<file path="src/rtl/address_window_pkg.sv">
// rtl/address_window_pkg.sv - shared descriptor type and constants for the address window translator
package address_window_pkg;

    // Descriptors are held at a fixed maximum width so one struct serves every ADDR_WIDTH up to 32.
    localparam int DESC_ADDR_MAX    = 32;
    localparam int MISS_COUNT_WIDTH = 16;

    typedef struct packed {
        logic [DESC_ADDR_MAX-1:0] base;
        logic [DESC_ADDR_MAX:0]   count;
    } window_desc_t;

endpackage

</file>
<file path="src/rtl/address_window_compare.sv">
// rtl/address_window_compare.sv - match test of one raw address against one window descriptor
module address_window_compare
    import address_window_pkg::*;
(
    input  window_desc_t             i_desc,
    input  logic [DESC_ADDR_MAX-1:0] i_raw,
    output logic                     o_match
);

    logic [DESC_ADDR_MAX:0] w_offset;

    // One extra bit keeps the offset exact, so windows clip at the top of the address space.
    assign w_offset = {1'b0, i_raw} - {1'b0, i_desc.base};
    assign o_match  = (i_desc.count != '0) && (i_raw >= i_desc.base) && (w_offset < i_desc.count);

endmodule

</file>
<file path="src/rtl/address_window_translator.sv">
// rtl/address_window_translator.sv - 2-stage programmable address window lookup; option ADDRESS_WINDOW_TRANSLATOR_MISS_COUNT_EN adds miss_count
module address_window_translator
    import address_window_pkg::*;
#(
    parameter int ADDR_WIDTH  = 12,
    parameter int RANGE_COUNT = 4,
    parameter int INDEX_WIDTH = 2
) (
    input  logic                   clock,
    input  logic                   reset,
    input  logic                   cfg_wren,
    input  logic [INDEX_WIDTH-1:0] cfg_index,
    input  logic [ADDR_WIDTH-1:0]  cfg_base,
    input  logic [ADDR_WIDTH:0]    cfg_count,
    input  logic                   in_valid,
    input  logic [ADDR_WIDTH-1:0]  raw_address,
    output logic                   out_valid,
    output logic                   out_hit,
    output logic [INDEX_WIDTH-1:0] out_index,
    output logic [ADDR_WIDTH-1:0]  translated_address
`ifdef ADDRESS_WINDOW_TRANSLATOR_MISS_COUNT_EN
    ,
    output logic [MISS_COUNT_WIDTH-1:0] miss_count
`endif
);

    window_desc_t             r_desc [RANGE_COUNT];
    logic [RANGE_COUNT-1:0]   w_match;
    logic [DESC_ADDR_MAX-1:0] w_raw_ext;
    logic [ADDR_WIDTH-1:0]    w_sel_base;

    logic                     r_s1_valid;
    logic [RANGE_COUNT-1:0]   r_s1_match;
    logic [ADDR_WIDTH-1:0]    r_s1_raw;
    logic [ADDR_WIDTH-1:0]    r_s1_base;

    logic                     w_hit;
    logic [INDEX_WIDTH-1:0]   w_index;

    logic                     r_out_valid;
    logic                     r_out_hit;
    logic [INDEX_WIDTH-1:0]   r_out_index;
    logic [ADDR_WIDTH-1:0]    r_out_trans;

    always_ff @(posedge clock or posedge reset) begin
        if (reset) begin
            for (int i = 0; i < RANGE_COUNT; i++) begin
                r_desc[i] <= '0;
            end
        end else if (cfg_wren) begin
            for (int i = 0; i < RANGE_COUNT; i++) begin
                if (cfg_index == INDEX_WIDTH'(i)) begin
                    r_desc[i].base  <= DESC_ADDR_MAX'(cfg_base);
                    r_desc[i].count <= (DESC_ADDR_MAX+1)'(cfg_count);
                end
            end
        end
    end

    assign w_raw_ext = DESC_ADDR_MAX'(raw_address);

    for (genvar g = 0; g < RANGE_COUNT; g++) begin : g_cmp
        address_window_compare u_cmp (
            .i_desc  (r_desc[g]),
            .i_raw   (w_raw_ext),
            .o_match (w_match[g])
        );
    end

    // The winner's base is captured alongside the match vector so a descriptor rewrite
    // in the following cycle cannot corrupt a lookup already in flight.
    always_comb begin
        w_sel_base = '0;
        for (int i = RANGE_COUNT - 1; i >= 0; i--) begin
            if (w_match[i]) begin
                w_sel_base = r_desc[i].base[ADDR_WIDTH-1:0];
            end
        end
    end

    always_ff @(posedge clock or posedge reset) begin
        if (reset) begin
            r_s1_valid <= 1'b0;
            r_s1_match <= '0;
            r_s1_raw   <= '0;
            r_s1_base  <= '0;
        end else begin
            r_s1_valid <= in_valid;
            r_s1_match <= in_valid ? w_match : '0;
            r_s1_raw   <= in_valid ? raw_address : '0;
            r_s1_base  <= in_valid ? w_sel_base : '0;
        end
    end

    always_comb begin
        w_hit   = 1'b0;
        w_index = '0;
        for (int i = RANGE_COUNT - 1; i >= 0; i--) begin
            if (r_s1_match[i]) begin
                w_hit   = 1'b1;
                w_index = INDEX_WIDTH'(i);
            end
        end
    end

    always_ff @(posedge clock or posedge reset) begin
        if (reset) begin
            r_out_valid <= 1'b0;
            r_out_hit   <= 1'b0;
            r_out_index <= '0;
            r_out_trans <= '0;
        end else begin
            r_out_valid <= r_s1_valid;
            r_out_hit   <= r_s1_valid && w_hit;
            r_out_index <= (r_s1_valid && w_hit) ? w_index : '0;
            r_out_trans <= (r_s1_valid && w_hit) ? (r_s1_raw - r_s1_base) : '0;
        end
    end

    assign out_valid          = r_out_valid;
    assign out_hit            = r_out_hit;
    assign out_index          = r_out_index;
    assign translated_address = r_out_trans;

`ifdef ADDRESS_WINDOW_TRANSLATOR_MISS_COUNT_EN
    logic [MISS_COUNT_WIDTH-1:0] r_miss_count;

    always_ff @(posedge clock or posedge reset) begin
        if (reset) begin
            r_miss_count <= '0;
        end else if (r_out_valid && !r_out_hit && (r_miss_count != '1)) begin
            r_miss_count <= r_miss_count + 1'b1;
        end
    end

    assign miss_count = r_miss_count;
`endif

endmodule

</file>
<file path="config.mk">
export PLATFORM = sky130hd
export DESIGN_NAME = address_window_translator
export DESIGN_NICKNAME = d
export VERILOG_FILES = /design/src/rtl/address_window_pkg.sv /design/src/rtl/address_window_compare.sv /design/src/rtl/address_window_translator.sv
export SDC_FILE = /design/constraint.sdc
export NUM_CORES = 1
export LEC_CHECK = 0
export BUFFER_PORTS_ARGS = -buffer_cell sky130_fd_sc_hd__buf_2
export CORE_MARGIN = 10
export CORE_UTILIZATION = 60
export DETAILED_ROUTE_END_ITERATION = 8
export PLACE_DENSITY = 0.79
export SLEW_MARGIN = 25
export SYNTH_ARGS = -nofsm -noshare
export SYNTH_HDL_FRONTEND = slang
export SYNTH_SLANG_ARGS = --single-unit
</file>
<file path="constraint.sdc">
create_clock -name clock -period 7.7 [get_ports clock]
set_clock_uncertainty 0.2 [all_clocks]
set_input_delay 1.155 -clock clock [delete_from_list [all_inputs] [get_ports clock]]
set_output_delay 1.155 -clock clock [all_outputs]
set_load 0.05 [all_outputs]
</file>
---- Word-level counts from Yosys, hierarchy flattened ----
Index checks and enable logic that the tools add are counted.
word-level totals
  register bits after elaboration ......... 145
  output and inout bits ................... 16
cells by class
  add/subtract/negate cells ............... 5
  $lt $le $gt $ge ......................... 8
  eq/ne operators ......................... 3
  multiplexer cells ....................... 17
  reduce and logical (&&, ||, !) cells .... 18
operators with widths
  operator              count
  $lt A33 B13 Y1        4
  $reduce_bool A33 Y1   4
  $mux W12              7
  $sub A12 B12 Y13      4
  $ge A12 B12 Y1        4
  $sub A12 B12 Y12      1
  $mux W2               5
  $logic_and A1 B1 Y1   9
  $reduce_and A2 Y1     4
  $eq A2 B2 Y1 const B  2
  $mux W1               4
  $mux W4               1
  $eq A2 B1 Y1 const B  1
  $logic_not A2 Y1      1

---- Depth between registers and ports, before layout ----
Gate-level depths: netlist of run 1.
  word-level depth ........................ 8
  depth in mapped cells ................... 21
  gate-level depth less buffers ........... 20

---- Cells and area by module ----
From an unflattened synthesis of run 1, not the netlist that was laid out.
unflattened totals
  cell total of the unflattened synthesis .. 2,105
  area, all modules ....................... 17,590.6 um2
by module, submodules not included
  module                                        instances  cells each  area each (um2)  seq. area each (um2)
  address_window_translator                     1          464         6,119.6          3,628.5
  address_window_compare at g_cmp[1].u_cmp ...  2          409         2,850.2          0.0
  address_window_compare at g_cmp[0].u_cmp      1          421         2,939.1          0.0
  address_window_compare at g_cmp[3].u_cmp      1          402         2,831.5          0.0

---- Least setup slack after synthesis of run 1 ----
No wires, ideal clock.
  path kind ............................... input to register
  from .................................... input raw_address[0]
  to ...................................... register r_s1_base[10]
  library setup time ...................... 126 ps
  arrival ................................. 4,911 ps
  path slack .............................. 2,463 ps
  stages on the path ...................... 20
  path through ............................ inv_1 ha_1 inv_1 fa_1 a21o_1 a21oi_1 nor2_1 a2111oi_2 o21bai_1 a21oi_1 xnor2_1 ha_1 or3_1 a221oi_1 o21ai_0 a211o_1 a211o_1 and3b_1 buf_6 a221o_1
between the ends
  longest elaborated chain between the ends .. 8
  elaborated cells on any way between the ends .. 25
  classes of those cells .................. add/sub: 4; order compare: 8; mux: 5; reduce/logical: 8
RTL lines
  what                                                   line                                                        text
  start: declaration                                     address_window_translator.sv:16                             input logic [ADDR_WIDTH-1:0] raw_address,
  $sub A12 B12 Y13 or $ge A12 B12 Y1 (tied branches)     address_window_compare.sv:13, address_window_compare.sv:14
  $lt A33 B13 Y1 or $logic_and A1 B1 Y1 (tied branches)  address_window_compare.sv:14                                assign o_match = (i_desc.count != '0) && (i_raw >= i_desc.base) && (w_offset < i_desc.count);
  $logic_and A1 B1 Y1                                    address_window_compare.sv:14
  $mux W12 (3 in series)                                 address_window_translator.sv:75                             if (w_match[i]) begin
  $mux W12 *                                             address_window_translator.sv:75
  $mux W12 *                                             address_window_translator.sv:91                             r_s1_base <= in_valid ? w_sel_base : '0;
  end signal: assignment                                 address_window_translator.sv:91
  end: declaration                                       address_window_translator.sv:35                             logic [ADDR_WIDTH-1:0] r_s1_base;
Mark *: on every way between the ends. The rest lies on a longest branch, timed or not.
A chain may end at the register's enable or synchronous reset.

---- Final worst setup path of run 1 ----
  from .................................... input raw_address[0]
  to ...................................... register r_s1_base[4]
Same word-level chain as after synthesis.

==> results of run 1 <==
## area by class of cell
cell class	count	area (µm²)
flip-flops and latches	145	3630
well taps	188	235
repair buffers	64	335
fillers	1165	4880
multi-input cells	632	5070
clock inverters	13	91.3
inverters	123	467
clock buffers	19	433
## critical path, stage by stage
cell and delay, ps:
buf_2 90, inv_1 190, ha_1 210, inv_1 60
fa_1 400, a21o_1 180, a21oi_1 260, nor2_1 110
a2111oi_2 370, o21bai_1 110, a21oi_1 190, xnor2_1 80
ha_1 200, or3_1 360, a221oi_1 230, o21ai_0 130
a211o_1 270, a211o_1 250, nor2_1 760, a221o_1 290
## sequential cells by signal, indices dropped and copies added, names as in the netlist
name                count
r_desc                100
r_s1_base              12
r_s1_raw               12
translated_address     12
r_s1_match              4
out_index               2
out_hit                 1
out_valid               1
r_s1_valid              1
## stage by stage
step	std cells	util [%]	area, µm²	hold WS [ps]	power [mW]
finish	1184	67.8	10300	237	3.02
detailed placement	1152	64.3	9740	216	2.27
CTS	1184	67.8	10300	230	3.02
global route	1184	67.8	10300	246	3.24
floorplan	918	-	9230	174	1.95
global placement	1152	64.3	9740	215	2.23
## metal layers
metal / share of wire (%) / vias up / GRT usage [%]
met5: 0 / - / 0
met4: 3.4 / 0 / 9.56
met3: 6.0 / 54 / 5.31
met2: 49 / 208 / 39.0
met1: 42 / 3429 / 27.9
li1: - / 3381 / -
## cell usage in the layout, fill, tap and decap left out, types with 8 or more instances in the layout
cell,synthesis,routed
inv_1,123,122
nor4_1,9,9
xnor2_1,28,28
o21ai_0,43,43
clkbuf_16,0,17
and2_1,14,14
xor2_1,17,17
ha_1,107,107
mux2_2,78,78
dfrtp_1,145,145
nand2_1,48,48
a221o_1,13,13
a21oi_1,57,57
nand4_1,13,13
nand3_1,11,11
a22o_1,12,12
nor2_1,45,45
nor2b_1,8,8
nor3_1,12,12
buf_2,2,58
a21o_1,28,28
## logic make-up after synthesis
logic type	count (synthesis)	share of synthesized area, %
muxes	78	9.52
adders and majority gates	112	15.6
buffers and inverters	141	5.84
AOI/OAI and AO/OA	214	15.6
DFF	145	39.3
xor gates and xnor gates	45	4.27
and+or+nand+nor	183	9.82
## report_power, final
group,total (mW),switching [mW],internal (mW)
clock,0.738,0.328,0.410
sequential,0.997,0.0916,0.905
combinational,1.29,0.734,0.554
## final timing paths
check,startpoint,end,depth (start not counted)
worst max-delay path,raw_address[0],r_s1_base[4],20
worst min-delay path,r_s1_valid,out_valid,0
worst max register to register,r_desc[98],r_s1_base[4],18
worst min register to register,r_s1_valid,out_valid,0
max in group asynchronous,reset,r_desc[34],3
min in group asynchronous,reset,r_desc[11],2
==> results.cfg, run 1 <==
[status]
status = completed

[timing]
hold_violations = 0
fin_crit_sh_pct = 74.5
tightest_slew_ps = 997
grt_setup_unrepaired = no
slew_headroom_pct = 33.3
tns_ps = 0
finalSetupViolations = 0
finalWorstSetupSlack_ps = 1960
slew_viol_final = 0
fin_crit_ps = 5740
max_freq_mhz = 174

[power]
p_leak_nw = 5.06
ir_worst_vdd_mv = 0.175
powerDensity_mw_per_mm2 = 295

[synth]
synth_most_common_cell = dfrtp_1
ys_seq_area_share_pct = 39.3
synth_edf_count = 0
synthesis.nets = 1073
ys_types = 62
netlist_top_cells_count = dfrtp_1 (145), inv_1 (123), ha_1 (107), mux2_2 (78), a21oi_1 (57)
async_reset_ff_share_pct = 100
ys_top_cells_by_area = dfrtp_1 (39%), ha_1 (15%), mux2_2 (9.5%), inv_1 (5.0%), a21oi_1 (3.1%)
syn_inst = 918
ys_warn_count = 0
ys.flop_type = dfrtp_1
synth_area_mm2 = 0.00923
synth_top_area_share_pct = 39.3
synth_area_per_cell_um2 = 10.1
ys_ff_latch = 145
synth_area_leader_cell = dfrtp_1

[run]
drv_cap = 0

[critical_path]
cp.required_ps = 7870
ff2ff_setup_slack_ps = 2630
crit_type = input pin to flop
crit_arrival_ps = 5900
worstSetupEndpointType = flop
crit_fanout = 12
critPathLaunchType = input pin

[clocking]
clock_latency_ps = 430
cts_buffers = 17
holdBufCountCts = 0
cts_resized = 0
path_clk_slew_ps = 60
htree_levels = 4
clockBufferDepth = 2
cts_sinks = 145
cts_setup_buffers = 0
cts_tree = built
clock-root-buffer = clkbuf_16

[layout]
drive_gt1_share_pct = 18.7
area_growth_pct = 11.2
diodes = 0
final_net_count = 1138

[placement]
gp_congestion = 0.968
port_buffers = 58
hpwl_um = 17400
place_ws_ps = 1710

[drt]
drt_wl_total_um = 22800
drcViolationCount = 0
wl_per_cell_um = 19.2
viasPerCell = 5.97
drt-initial-drc-count = 535
antenna_left = 0
vias = 7072
firstDrtPassIters = 6

[global_routing]
grt_pass1_wl_um = 37000
grt_start_max_net_pins = 93
antenna_found_initial = 0
grt-ovfl-total = 0
grt_pass1_vias = 7305
grt.total_usage_pct = 23.1

[die]
dieArea_mm2 = 0.0207
io_pins = 59
rows = 45
die_h_um = 144
initial_core_util_pct = 60.9
die_x_um = 144
core_mm2 = 0.0151

[worst_hold_path]
hold_path.class = flop to flop
No activity file was read; power rests on OpenSTA's default activity.
==> run 2: changes to the inputs <==
- ABC_AREA: unset -> 1
- CORE_UTILIZATION: 60 -> 56
- PLACE_DENSITY: 0.79 -> 0.77
- clock period: 7.7 -> 5.15 ns (I/O delays scaled with it)
==> run 2 against run 1 <==
Clock power increased by 82%; register-to-register slack got worse by 1000 ps; sequential share of layout area decreased by 2.6 points; power increased by 59%; die area increased by 14%; non-clock buffer count decreased by 1; synthesized cell count increased by 44%; routed wire length increased by 19%; critical path depth unchanged; via count increased by 24%; global-route usage decreased by 0.22 points; critical path type unchanged.
==> results.cfg, run 2 <==
[status]
status = completed

[layout]
top_register = r_desc
diodes = 0
final_cell_mix = nand2_1 (311), inv_1 (223), dfrtp_1 (145)
layout.cells.non_filler = 1607
largest_reg_flops = 100
multi_input_area_mm2 = 0.00532
area_growth_pct = 10.8
nFillCells = 1552
seq_area_mm2 = 0.00363
final_net_count = 1524
layout_commonest_cell = nand2_1
drive_gt1_share_pct = 9.99

[drt]
drcViolationCount = 0
antenna_left = 0
drt-initial-drc-count = 790
firstDrtPassIters = 7
viasPerCell = 5.46
vias = 8773
drt_wl_total_um = 27000
wl_per_cell_um = 16.8

[critical_path]
cp.required_ps = 5300
crit_cells = 20
crit_family = adder cells
cp_slowest_cell = fa_1
critPathMaxStageDelay_ps = 410
critPathBufInv = 4
crit_fanout = 25
crit_arrival_ps = 3970
critPathLaunchType = input pin
startpoint = raw_address[0]
path_cells = buf_2, inv_1, ha_1, inv_1, fa_1, nand3_1, nand2_1, a21oi_1, o21ai_0, xor2_1, ha_1, a21oi_1, o21ai_0, a21oi_1, nand2_1, inv_2, nand3_4, nor2_1, nor2_1, a21oi_2
reg2reg_from = r_desc[165]
ff2ff_setup_slack_ps = 1580
critPathCapture = r_s1_base[3]
crit_type = input pin to flop
worstRegToRegCells = 24
rr_endpoint = r_s1_base[3]
cp_common_cell = a21oi_1
worstSetupEndpointType = flop

[die]
die_h_um = 154
die_x_um = 154
core_mm2 = 0.0174
io_pins = 59
initial_core_util_pct = 57.4
dieArea_mm2 = 0.0236
rows = 48

[synth]
synthesis.nets = 1475
ys.flop_type = dfrtp_1
netlist_top_cells_count = nand2_1 (311), inv_1 (224), dfrtp_1 (145), o21ai_0 (122), ha_1 (107)
ys_seq_area_share_pct = 36.3
synth_edf_count = 0
synth_area_mm2 = 0.0100
ys_top_cells_by_area = dfrtp_1 (36%), ha_1 (13%), nand2_1 (12%), inv_1 (8.4%), o21ai_0 (6.1%)
ys_warn_count = 0
synth_area_per_cell_um2 = 7.58
syn_inst = 1320
async_reset_ff_share_pct = 100
synth_area_leader_cell = dfrtp_1
ys_types = 40
ys_ff_latch = 145
synth_top_area_share_pct = 36.3
synth_most_common_cell = nand2_1

[global_routing]
grt-ovfl-total = 0
grt_start_max_net_pins = 111
grt.total_usage_pct = 22.9
grt_pass1_wl_um = 44000
grt_pass1_vias = 8573
antenna_found_initial = 1

[clocking]
path_clk_slew_ps = 60
cts_setup_buffers = 0
clock-root-buffer = clkbuf_16
holdBufCountCts = 0
cts_resized = 0
clockBufferDepth = 2
clock_latency_ps = 430
htree_levels = 4
cts_buffers = 17
cts_tree = built
cts_sinks = 145

[timing]
grt_setup_unrepaired = no
tns_ps = 0
fin_crit_sh_pct = 74.1
slew_headroom_pct = 47.4
hold_violations = 0
finalSetupViolations = 0
max_freq_mhz = 262
fin_crit_ps = 3820
whs_ps = 181
tightest_slew_ps = 789
slew_viol_final = 0

[placement]
place_inst = 1575
port_buffers = 58
gp_congestion = 0.902
hpwl_um = 20500

[run]
drv_cap = 0

[power]
powerDensity_mw_per_mm2 = 435
p_leak_nw = 5.97
ir_worst_vdd_mv = 0.276
power_mw = 4.82

[worst_hold_path]
hold_path.class = flop to flop
[run 2: cell count changes after synthesis, sizes merged, moves of 12 or more]
cell and delta:
nand2 +267, inv +110, o21ai +89, mux2 -78, nand3 +56, nor2 +44
a21oi +25, a21o -23, nand4 +20, and2 -14, a221o -13, a22o -12
xnor2 -12
[run 2: metrics by stage]
step | utilization, % | setup WS, ps | cell area [µm²]
final | 63.6 | 1330 | 11100
after global routing | 63.6 | 1040 | 11100
after CTS | 63.6 | 1360 | 11100
after detailed placement | 59.9 | 940 | 10400
after global placement | 59.9 | 1030 | 10400
after floorplan | - | 283 | 10000
[run 2: layout make-up]
| class | instances | share of cell area, % |
|---|---|---|
| clock buffer | 18 | 3.96 |
| clock inverter | 14 | 1.81 |
| inverter | 234 | 8.03 |
| multi-input combinational | 908 | 48.0 |
| sequential | 145 | 32.7 |
| tap | 225 | 2.54 |
| timing repair buffer | 63 | 2.96 |
[run 2: worst reg2reg max path, stage by stage (launching register included)]
cell and delay (ps):
dfrtp_1 370, inv_1 130, ha_1 300, nand2_1 80
nand2_1 60, nand2_1 80, nand3_2 110, a21oi_1 250
o21ai_0 160, nand2_1 90, inv_1 60, nand2_1 60
nand2_1 50, nand3_1 60, inv_1 50, ha_1 260
nand2_1 80, o21ai_0 80, a21oi_1 120, nand2_1 80
inv_2 70, nand3_4 260, nor2_1 260, nor2_1 80
a21oi_2 130
[run 2: worst min-delay path by stage]
| stage | to | slack (ps) | from | depth (start not counted) |
|---|---|---|---|---|
| finish | out_valid | 180 | r_s1_valid | 0 |
| global placement | out_valid | 160 | r_s1_valid | 0 |
| CTS | out_valid | 180 | r_s1_valid | 0 |
| floorplan | out_valid | 150 | r_s1_valid | 0 |
| global route | out_valid | 200 | r_s1_valid | 0 |
| detailed placement | out_valid | 170 | r_s1_valid | 0 |
[run 2: cells by family after synthesis]
kind of cell             count (synthesis)  share of synthesized area [%]
AO/OA/AOI/OAI                          243                           13.1
flip-flops                             145                           36.3
adder cells (fa/ha/maj)                112                           14.4
buffers and inverters                  267                           10.6
XOR/XNOR                                39                           3.41
AND/OR/NAND/NOR                        514                           22.2
[run 2: where the power goes]
| part | internal [mW] | switching (mW) | total, mW |
|---|---|---|---|
| clock network | 0.831 | 0.514 | 1.34 |
| logic | 0.726 | 1.29 | 2.02 |
| registers | 1.33 | 0.125 | 1.46 |
| total | 2.89 | 1.93 | 4.82 |
[run 2: per-layer routing]
| layer | track usage (%) | vias to the layer above | routed length (µm) |
|---|---|---|---|
| met2 | 38.5 | 262 | 13100 |
| met4 | 7.96 | 0 | 806 |
| met5 | 0 | - | 0 |
| li1 | - | 4340 | - |
| met3 | 5.19 | 55 | 1830 |
| met1 | 28.3 | 4116 | 11300 |
